### config.mk
export PLATFORM = sky130hd
export DESIGN_NAME = dmem_arbiter_flat
export DESIGN_NICKNAME = d
export VERILOG_FILES = /design/src/rtl/dmem_arbiter_if.sv /design/src/rtl/dmem_arbiter.sv /design/src/flat_wrapper.sv
export SDC_FILE = /design/constraint.sdc
export NUM_CORES = 1
export LEC_CHECK = 0
export ABC_AREA = 1
export CELL_PAD_IN_SITES_DETAIL_PLACEMENT = 0
export CELL_PAD_IN_SITES_GLOBAL_PLACEMENT = 1
export CORE_MARGIN = 4
export CORE_UTILIZATION = 15
export DETAILED_ROUTE_END_ITERATION = 12
export GPL_TIMING_DRIVEN = 0
export MAX_ROUTING_LAYER = met4
export PLACE_DENSITY_LB_ADDON = 0.1
export SYNTH_ARGS = -nofsm -noshare
export SYNTH_HDL_FRONTEND = slang
export SYNTH_SLANG_ARGS = --single-unit
### constraint.sdc
create_clock -name clk -period 3.4 [get_ports clk]
set_input_delay 0.51 -clock clk [delete_from_list [all_inputs] [get_ports clk]]
set_output_delay 0.51 -clock clk [all_outputs]
set_load 0.01 [all_outputs]
### src/rtl/dmem_arbiter_if.sv
// Bus bundle between the two requesters, the arbiter and the single-port data memory.
// The arbiter takes the slave view; the requester/memory side takes the master view.
interface dmem_arbiter_if;
  logic        cpu_req;
  logic        cpu_we;
  logic [31:0] cpu_addr;
  logic [31:0] cpu_wdata;
  logic        cpu_lock;
  logic        cpu_ack;
  logic [31:0] cpu_rdata;

  logic        dma_req;
  logic        dma_we;
  logic [31:0] dma_addr;
  logic [31:0] dma_wdata;
  logic        dma_lock;
  logic        dma_ack;
  logic [31:0] dma_rdata;

  logic        err;
  logic        mem_we;
  logic [31:0] mem_addr;
  logic [31:0] mem_wdata;
  logic [31:0] mem_rdata;

  modport slave (
    input  cpu_req, cpu_we, cpu_addr, cpu_wdata, cpu_lock,
    input  dma_req, dma_we, dma_addr, dma_wdata, dma_lock,
    input  mem_rdata,
    output cpu_ack, cpu_rdata, dma_ack, dma_rdata,
    output err, mem_we, mem_addr, mem_wdata
  );

  modport master (
    output cpu_req, cpu_we, cpu_addr, cpu_wdata, cpu_lock,
    output dma_req, dma_we, dma_addr, dma_wdata, dma_lock,
    output mem_rdata,
    input  cpu_ack, cpu_rdata, dma_ack, dma_rdata,
    input  err, mem_we, mem_addr, mem_wdata
  );
endinterface

### src/rtl/dmem_arbiter.sv
// Round-robin arbiter sharing one word-indexed data memory between the CPU and DMA ports,
// with optional locked bursts capped at MAX_BURST back-to-back accesses.
module dmem_arbiter #(
  parameter int unsigned DEPTH     = 64,
  parameter int unsigned MAX_BURST = 4
) (
  input  logic          clk,
  input  logic          reset,
  dmem_arbiter_if.slave bus
);

  localparam int unsigned     BW        = $clog2(MAX_BURST) + 1;
  localparam logic [BW-1:0]   BurstLast = BW'(MAX_BURST - 1);
  localparam logic [31:0]     DepthW    = 32'(DEPTH);

  typedef enum logic [1:0] {StIdle, StCpu, StDma} state_e;

  state_e          state_q, state_d;
  logic            last_q, last_d;  // 0 = CPU granted last, 1 = DMA
  logic [BW-1:0]   burst_q, burst_d;

  logic            g_req, g_we, g_lock;
  logic [31:0]     g_addr, g_wdata;
  logic            in_range;
  logic            access;

  // Select the granted requester's inputs; the other side is ignored.
  always_comb begin
    g_req   = 1'b0;
    g_we    = 1'b0;
    g_lock  = 1'b0;
    g_addr  = '0;
    g_wdata = '0;
    case (state_q)
      StCpu: begin
        g_req   = bus.cpu_req;
        g_we    = bus.cpu_we;
        g_lock  = bus.cpu_lock;
        g_addr  = bus.cpu_addr;
        g_wdata = bus.cpu_wdata;
      end
      StDma: begin
        g_req   = bus.dma_req;
        g_we    = bus.dma_we;
        g_lock  = bus.dma_lock;
        g_addr  = bus.dma_addr;
        g_wdata = bus.dma_wdata;
      end
      default: ;
    endcase
  end

  assign in_range = g_addr < DepthW;
  assign access   = g_req && !reset;

  always_comb begin
    state_d       = state_q;
    last_d        = last_q;
    burst_d       = burst_q;
    bus.cpu_ack   = 1'b0;
    bus.cpu_rdata = '0;
    bus.dma_ack   = 1'b0;
    bus.dma_rdata = '0;
    bus.err       = 1'b0;
    bus.mem_we    = 1'b0;
    bus.mem_addr  = '0;
    bus.mem_wdata = '0;

    case (state_q)
      StIdle: begin
        if (bus.cpu_req && (!bus.dma_req || last_q)) begin
          state_d = StCpu;
          burst_d = '0;
        end else if (bus.dma_req) begin
          state_d = StDma;
          burst_d = '0;
        end
      end
      StCpu, StDma: begin
        if (g_req) begin
          last_d = (state_q == StDma);
          if (g_lock && (burst_q < BurstLast)) begin
            burst_d = burst_q + 1'b1;
          end else begin
            state_d = StIdle;
          end
        end else begin
          state_d = StIdle;
        end
      end
      default: state_d = StIdle;
    endcase

    // Out-of-range accesses still ack but never write and return zero data.
    if (access) begin
      bus.mem_addr  = g_addr;
      bus.mem_wdata = g_wdata;
      bus.mem_we    = g_we && in_range;
      bus.err       = !in_range;
      if (state_q == StCpu) begin
        bus.cpu_ack   = 1'b1;
        bus.cpu_rdata = in_range ? bus.mem_rdata : '0;
      end else begin
        bus.dma_ack   = 1'b1;
        bus.dma_rdata = in_range ? bus.mem_rdata : '0;
      end
    end
  end

  always_ff @(posedge clk or posedge reset) begin
    if (reset) begin
      state_q <= StIdle;
      last_q  <= 1'b1;
      burst_q <= '0;
    end else begin
      state_q <= state_d;
      last_q  <= last_d;
      burst_q <= burst_d;
    end
  end

endmodule

### src/flat_wrapper.sv
// flat-port wrapper written by rule: the top's interface ports become plain ports
module dmem_arbiter_flat 
#(
  parameter int unsigned DEPTH     = 64,
  parameter int unsigned MAX_BURST = 4
)
  (clk, reset, bus_cpu_req, bus_cpu_we, bus_cpu_addr, bus_cpu_wdata, bus_cpu_lock, bus_dma_req, bus_dma_we, bus_dma_addr, bus_dma_wdata, bus_dma_lock, bus_mem_rdata, bus_cpu_ack, bus_cpu_rdata, bus_dma_ack, bus_dma_rdata, bus_err, bus_mem_we, bus_mem_addr, bus_mem_wdata);
  dmem_arbiter_if bus_i ();
  input  logic clk;
  input  logic reset;
  input wire logic [$bits(bus_i.cpu_req)-1:0] bus_cpu_req;
  input wire logic [$bits(bus_i.cpu_we)-1:0] bus_cpu_we;
  input wire logic [$bits(bus_i.cpu_addr)-1:0] bus_cpu_addr;
  input wire logic [$bits(bus_i.cpu_wdata)-1:0] bus_cpu_wdata;
  input wire logic [$bits(bus_i.cpu_lock)-1:0] bus_cpu_lock;
  input wire logic [$bits(bus_i.dma_req)-1:0] bus_dma_req;
  input wire logic [$bits(bus_i.dma_we)-1:0] bus_dma_we;
  input wire logic [$bits(bus_i.dma_addr)-1:0] bus_dma_addr;
  input wire logic [$bits(bus_i.dma_wdata)-1:0] bus_dma_wdata;
  input wire logic [$bits(bus_i.dma_lock)-1:0] bus_dma_lock;
  input wire logic [$bits(bus_i.mem_rdata)-1:0] bus_mem_rdata;
  output wire logic [$bits(bus_i.cpu_ack)-1:0] bus_cpu_ack;
  output wire logic [$bits(bus_i.cpu_rdata)-1:0] bus_cpu_rdata;
  output wire logic [$bits(bus_i.dma_ack)-1:0] bus_dma_ack;
  output wire logic [$bits(bus_i.dma_rdata)-1:0] bus_dma_rdata;
  output wire logic [$bits(bus_i.err)-1:0] bus_err;
  output wire logic [$bits(bus_i.mem_we)-1:0] bus_mem_we;
  output wire logic [$bits(bus_i.mem_addr)-1:0] bus_mem_addr;
  output wire logic [$bits(bus_i.mem_wdata)-1:0] bus_mem_wdata;
  assign bus_i.cpu_req = bus_cpu_req;
  assign bus_i.cpu_we = bus_cpu_we;
  assign bus_i.cpu_addr = bus_cpu_addr;
  assign bus_i.cpu_wdata = bus_cpu_wdata;
  assign bus_i.cpu_lock = bus_cpu_lock;
  assign bus_i.dma_req = bus_dma_req;
  assign bus_i.dma_we = bus_dma_we;
  assign bus_i.dma_addr = bus_dma_addr;
  assign bus_i.dma_wdata = bus_dma_wdata;
  assign bus_i.dma_lock = bus_dma_lock;
  assign bus_i.mem_rdata = bus_mem_rdata;
  assign bus_cpu_ack = bus_i.cpu_ack;
  assign bus_cpu_rdata = bus_i.cpu_rdata;
  assign bus_dma_ack = bus_i.dma_ack;
  assign bus_dma_rdata = bus_i.dma_rdata;
  assign bus_err = bus_i.err;
  assign bus_mem_we = bus_i.mem_we;
  assign bus_mem_addr = bus_i.mem_addr;
  assign bus_mem_wdata = bus_i.mem_wdata;
  dmem_arbiter #(.DEPTH(DEPTH), .MAX_BURST(MAX_BURST)) u_core (.clk(clk), .reset(reset), .bus(bus_i));
endmodule
Word-level counts from Yosys, hierarchy flattened
Index checks and enable logic that the tools add are counted.
Storage, ports and cells
  input bits: 168
  output and inout bits: 132
  register bits: 6
  logic and storage cells: 54
Operators by class
  reduce and logical (&&, ||, !) cells: 14
  equal/unequal tests: 6
  add/sub/neg operators: 1
  order comparisons: 2
  multiplexer cells: 28
Operators with widths (number)
  $mux W32: 7
  $pmux W32 S2: 2
  $lt A32 B7 Y1 const B: 1
  $mux W3: 4
  $mux W2: 4
  $mux W1: 6
  $pmux W1 S2: 3
  $pmux W3 S2: 1
  $logic_and A1 B1 Y1: 4
  $ne A2 B1 Y1 const B: 2
  $pmux W2 S2: 1
  $reduce_and A2 Y1: 2
  $reduce_and A4 Y1: 1
  $add A3 B1 Y3 const B: 1
  $logic_not A1 Y1: 3
  $lt A3 B2 Y1 const B: 1
  $ne A3 B2 Y1 const B: 1
  $ne A3 B3 Y1 const B: 1
  $eq A2 B1 Y1 const B: 1
  $eq A2 B2 Y1 const B: 1
  $logic_not A2 Y1: 1
  $reduce_bool A2 Y1: 1
  $reduce_or A2 Y1: 1
  $logic_or A1 B1 Y1: 1

Depth between registers and ports, before layout
  depth in word-level cells: 6
  mapped depth: 14
  depth with buffers taken out: 11

Worst setup path after synthesis
Ideal clock, no wire load.
  path kind: flip-flop to output port
  start point: reg u_core.state_q[0]
  end point: out bus_cpu_rdata[10]
  data arrival time: 1871 ps
  buffers on the path: 2
  cell stages (with the launch flop): 12
  required time: 2890 ps
  slack: 1019 ps
  cell sequence: dfrtp_1 -> inv_1 -> ha_1 -> clkbuf_1 -> nand2_1 -> nand2_1 -> nor2_1 -> nand2_2 -> nor2_8 -> buf_8 -> nand3_2 -> nor2_1
On the way
  cells in the longest elaborated chain, start to end: 6
  elaborated cells between the ends (all ways): 9
  classes of those cells: 1 x order compare; 2 x eq/ne; 5 x mux; 1 x reduce/logical
Ends and longest elaborated chain
  start: declaration: RTL line dmem_arbiter.sv:18  | state_e state_q, state_d;
  start signal: assignment: RTL line dmem_arbiter.sv:112  | state_q <= StIdle;
  start signal: assignment: RTL line dmem_arbiter.sv:116  | state_q <= state_d;
  $eq A2 B2 Y1 or $eq A2 B1 Y1 (tied branches): RTL line dmem_arbiter.sv:34, dmem_arbiter.sv:100
  $pmux W32 S2: RTL line dmem_arbiter.sv:34  | case (state_q)
  $lt A32 B7 Y1: RTL line dmem_arbiter.sv:53  | assign in_range = g_addr < DepthW;
  $mux W32: RTL line dmem_arbiter.sv:102  | bus.cpu_rdata = in_range ? bus.mem_rdata : '0;
  $mux W32: RTL line dmem_arbiter.sv:100  | if (state_q == StCpu) begin
  $mux W32 *: RTL line dmem_arbiter.sv:95  | if (access) begin
  end: declaration: RTL line flat_wrapper.sv:23  | output wire logic [$bits(bus_i.cpu_rdata)-1:0] bus_cpu_rdata;
Every way passes the cells marked *; elsewhere a longest branch is shown, timed or not.

Final worst setup path
  start point: in bus_dma_req
  end point: out bus_mem_wdata[14]
On the way
  cells in the longest elaborated chain, start to end: 3
Ends and longest elaborated chain
  start: declaration: RTL line flat_wrapper.sv:16  | input wire logic [$bits(bus_i.dma_req)-1:0] bus_dma_req;
  $pmux W1 S2: RTL line dmem_arbiter.sv:34
  $logic_and A1 B1 Y1: RTL line dmem_arbiter.sv:54  | assign access = g_req && !reset;
  $mux W32: RTL line dmem_arbiter.sv:95
  end: declaration: RTL line flat_wrapper.sv:29  | output wire logic [$bits(bus_i.mem_wdata)-1:0] bus_mem_wdata;
No other way between the ends.

==> impl_metrics.yaml <==
status:
  status: "finished clean"
floorplanning:
  initial_core_util_pct: 15.3
  die_h_um: 132
  ios: 300
  die_area_um2: 17500
  core_um2: 15100
  chipWidth_um: 132
  rows: 45
placed_design:
  place_inst: 952
  hpwl_mm: 12.7
  portBuffers: 299
  placed_cell_area_um2: 5540
  gp_congestion: 0.818
clocking:
  cts_tree: "done"
  cts-root-buf: "clkbuf_16"
  cts_buffers: 3
  clockBufferDepth: 2
  cts.clk_slew.worst_paths_ns: 0.03
  clk_latency_ns: 0.23
  clock_sinks: 6
  htree_levels: 1
  hold_buffers: 0
layout:
  drive_gt1_share_pct: 11.7
  fin_nets: 951
  finish.utilization_pct: 39.3
  syn2layout_area_growth_pct: 158
  final_cells: 966
  fin_area_um2: 5950
  fillCellCount: 1638
synth:
  synth_fp_nets: 638
  synth_top_family_by_area: "simple AND/OR/NAND/NOR gates"
  syn_area_um2: 2310
  synthSimpleGateAreaFrac_pct: 75.7
  synthCells: 465
  synth_compound_area_share_pct: 2.92
  synth.mux.area_fraction_pct: 0
  syn_avg_cell_area_um2: 4.97
  synth_warnings: 0
  synth_top_area_share_pct: 33.3
  synthXorXnorAreaFrac_pct: 0.379
  synth_area_leaders: "nand2_1 33%, nor2_1 17%, nand3_2 12%"
  synth_fa_ha_area_share_pct: 2.71
  synth_cell_types: 26
  synth_seq_cells: 6
  yosys.area.top_type: "nand2_1"
  synth-seq-area-share_pct: 6.55
drt:
  routedLengthMet1_mm: 6.02
  wl_per_cell_um: 15.7
  routed.top_layer: "met4"
  drtPass1Iterations: 4
  wl_mm: 15.2
  met3WireLength_mm: 1.27
  num_vias: 4065
  via_per_inst: 4.21
  ant_nets: 0
  met2_length_mm: 7.79
  drt_iter0_markers: 106
  drc: 0
sta:
  max_freq_ghz: 0.306
  drv_slew: 0
  hold_viol: 0
  setup_viol_count_final: 0
  max_slew.worst_pin.slew_ns: 0.443
  fin_crit_ns: 3.27
  min_period_over_period_pct: 96.1
  skew_ns: 0.00410
  hold_ws_ns: 0.495
  slew_headroom_pct: 70.5
global_routing:
  overflow: 0
  grt_pass1_wl_mm: 23.0
  grt_pass1_vias: 4226
  grt_max_degree: 20
  antenna_found_initial: 1
  grt_usage_pct: 16.6
power_and_ir_drop:
  power.density_nw_per_um2: 554
  ir_worst_vdd_v: 0.000328
  leakage_nw: 3.50
worst_setup_path:
  required_ns: 2.89
  worstSetupPathType: "input pin to output pin"
  cp_max_fo: 10
  crit_arrival_ns: 2.76
  end_kind: "output pin"
  start_kind: "input pin"
worst_hold_path:
  holdCritPathClass: "flip-flop to flip-flop"
run:
  cap_violations: 0
==> Yosys cell counts <==
cell type and instances:
nand2_1 205, nor2_1 102, nand3_1 45, nand3_2 28
clkbuf_1 12, inv_1 11, buf_2 9, o21ai_0 7
buf_4 6, dfrtp_1 5, ha_1 5, a21oi_1 4
inv_2 4, nand2_2 4, buf_1 3, buf_8 3
buf_6 2, nor2_2 2, dfstp_2 1, nand4_2 1
nor2_4 1, nor2_8 1, nor3_1 1, o22ai_2 1
or2_2 1, xor2_1 1
==> critical path: stages <==
cell,delay [ns]
clkdlybuf4s50_1,0.53
inv_1,0.10
o22ai_4,0.22
nand2_2,0.12
nor2_4,0.19
buf_6,0.17
buf_4,0.17
nand3_1,0.10
nand2_1,0.10
clkdlybuf4s50_1,0.53
==> final cells by class <==
| type | count | area (µm²) | share of cell area [%] |
|---|---|---|---|
| repair buffers | 309 | 3230 | 54.3 |
| plain buffers | 34 | 264 | 4.44 |
| clock buffers | 4 | 78.8 | 1.32 |
| flip-flops and latches | 6 | 151 | 2.54 |
| multi-input cells | 409 | 1930 | 32.5 |
| diodes | 1 | 2.50 | 0.0420 |
| well taps | 188 | 235 | 3.95 |
| inverters | 15 | 56.3 | 0.946 |
==> report_power, final <==
part           internal [W]  switching, W
Sequential         0.000102     0.0000276
Combinational       0.00133       0.00164
Clock              0.000156     0.0000423
Total               0.00158       0.00171
==> layer usage <==
metal	global-route usage [%]	vias up
met4	2.22	0
li1	-	2073
met3	4.39	6
met2	30.8	186
met1	18.3	1800
met5	-	-
==> per-stage QoR <==
stage	worst slack [ns]	TNS (ns)	power, W
5_1_grt	-0.00491	-0.00491	0.00359
6_report	0.134	0	0.00330
2_1_floorplan	1.02	0	0.00184
3_5_place_dp	-0.165	-2.90	0.00260
3_3_place_gp	-0.176	-2.49	0.00257
4_1_cts	-0.0153	-0.0384	0.00299
==> cells by family after synthesis <==
kind of cell    count (synthesis)
buf+inv                        50
simple gates                  391
flops                           6
xor+xnor                        1
fa+ha+maj                       5
compound gates                 12
==> layout by cell type, fill, tap and decap left out, types with 2 or more instances in the layout <==
cell | Yosys | layout
nand2_1 | 205 | 203
buf_6 | 2 | 3
clkbuf_16 | 0 | 4
nand3_2 | 28 | 28
buf_2 | 9 | 4
dfrtp_1 | 5 | 5
nand3_1 | 45 | 45
inv_2 | 4 | 5
nor2_4 | 1 | 2
buf_8 | 3 | 6
dlygate4sd2_1 | 0 | 11
ha_1 | 5 | 3
inv_1 | 11 | 10
buf_1 | 3 | 2
clkdlybuf4s50_1 | 0 | 230
clkbuf_4 | 0 | 3
buf_4 | 6 | 14
clkbuf_2 | 0 | 6
nor2_1 | 102 | 102
dlymetal6s2s_1 | 0 | 58
nand2_2 | 4 | 6
a21oi_1 | 4 | 3
o21ai_0 | 7 | 7
clkbuf_1 | 12 | 5
==> registers in the layout, summed over array words and instances, names as in the netlist <==
| register | flops |
|---|---|
| u_core.state_q | 2 |
| u_core.burst_q | 3 |
| u_core.last_q | 1 |
==> what timing repair did <==
action / CTS / global route
endpoints found under the setup margin: 88 / 113
cloned: 0 / 1
gates resized for setup: 27 / 81
buffers inserted: 4 / 5
pin swaps: 1 / 4
==> path summary, 6_finish.rpt <==
check | startpoint | endpoint | slack (ns) | cells after the start
setup / recovery | bus_dma_req | bus_mem_wdata[14] | 0.13 | 10
hold / removal | u_core.last_q | u_core.last_q | 0.49 | 2
setup reg to reg | u_core.state_q[0] | u_core.burst_q[1] | 1.55 | 10
hold reg to reg | u_core.last_q | u_core.last_q | 0.49 | 2
max in group asynchronous | reset | u_core.last_q | 2.46 | 2
min in group asynchronous | reset | u_core.burst_q[2] | 0.65 | 2
(Power assumes the default switching activity.)
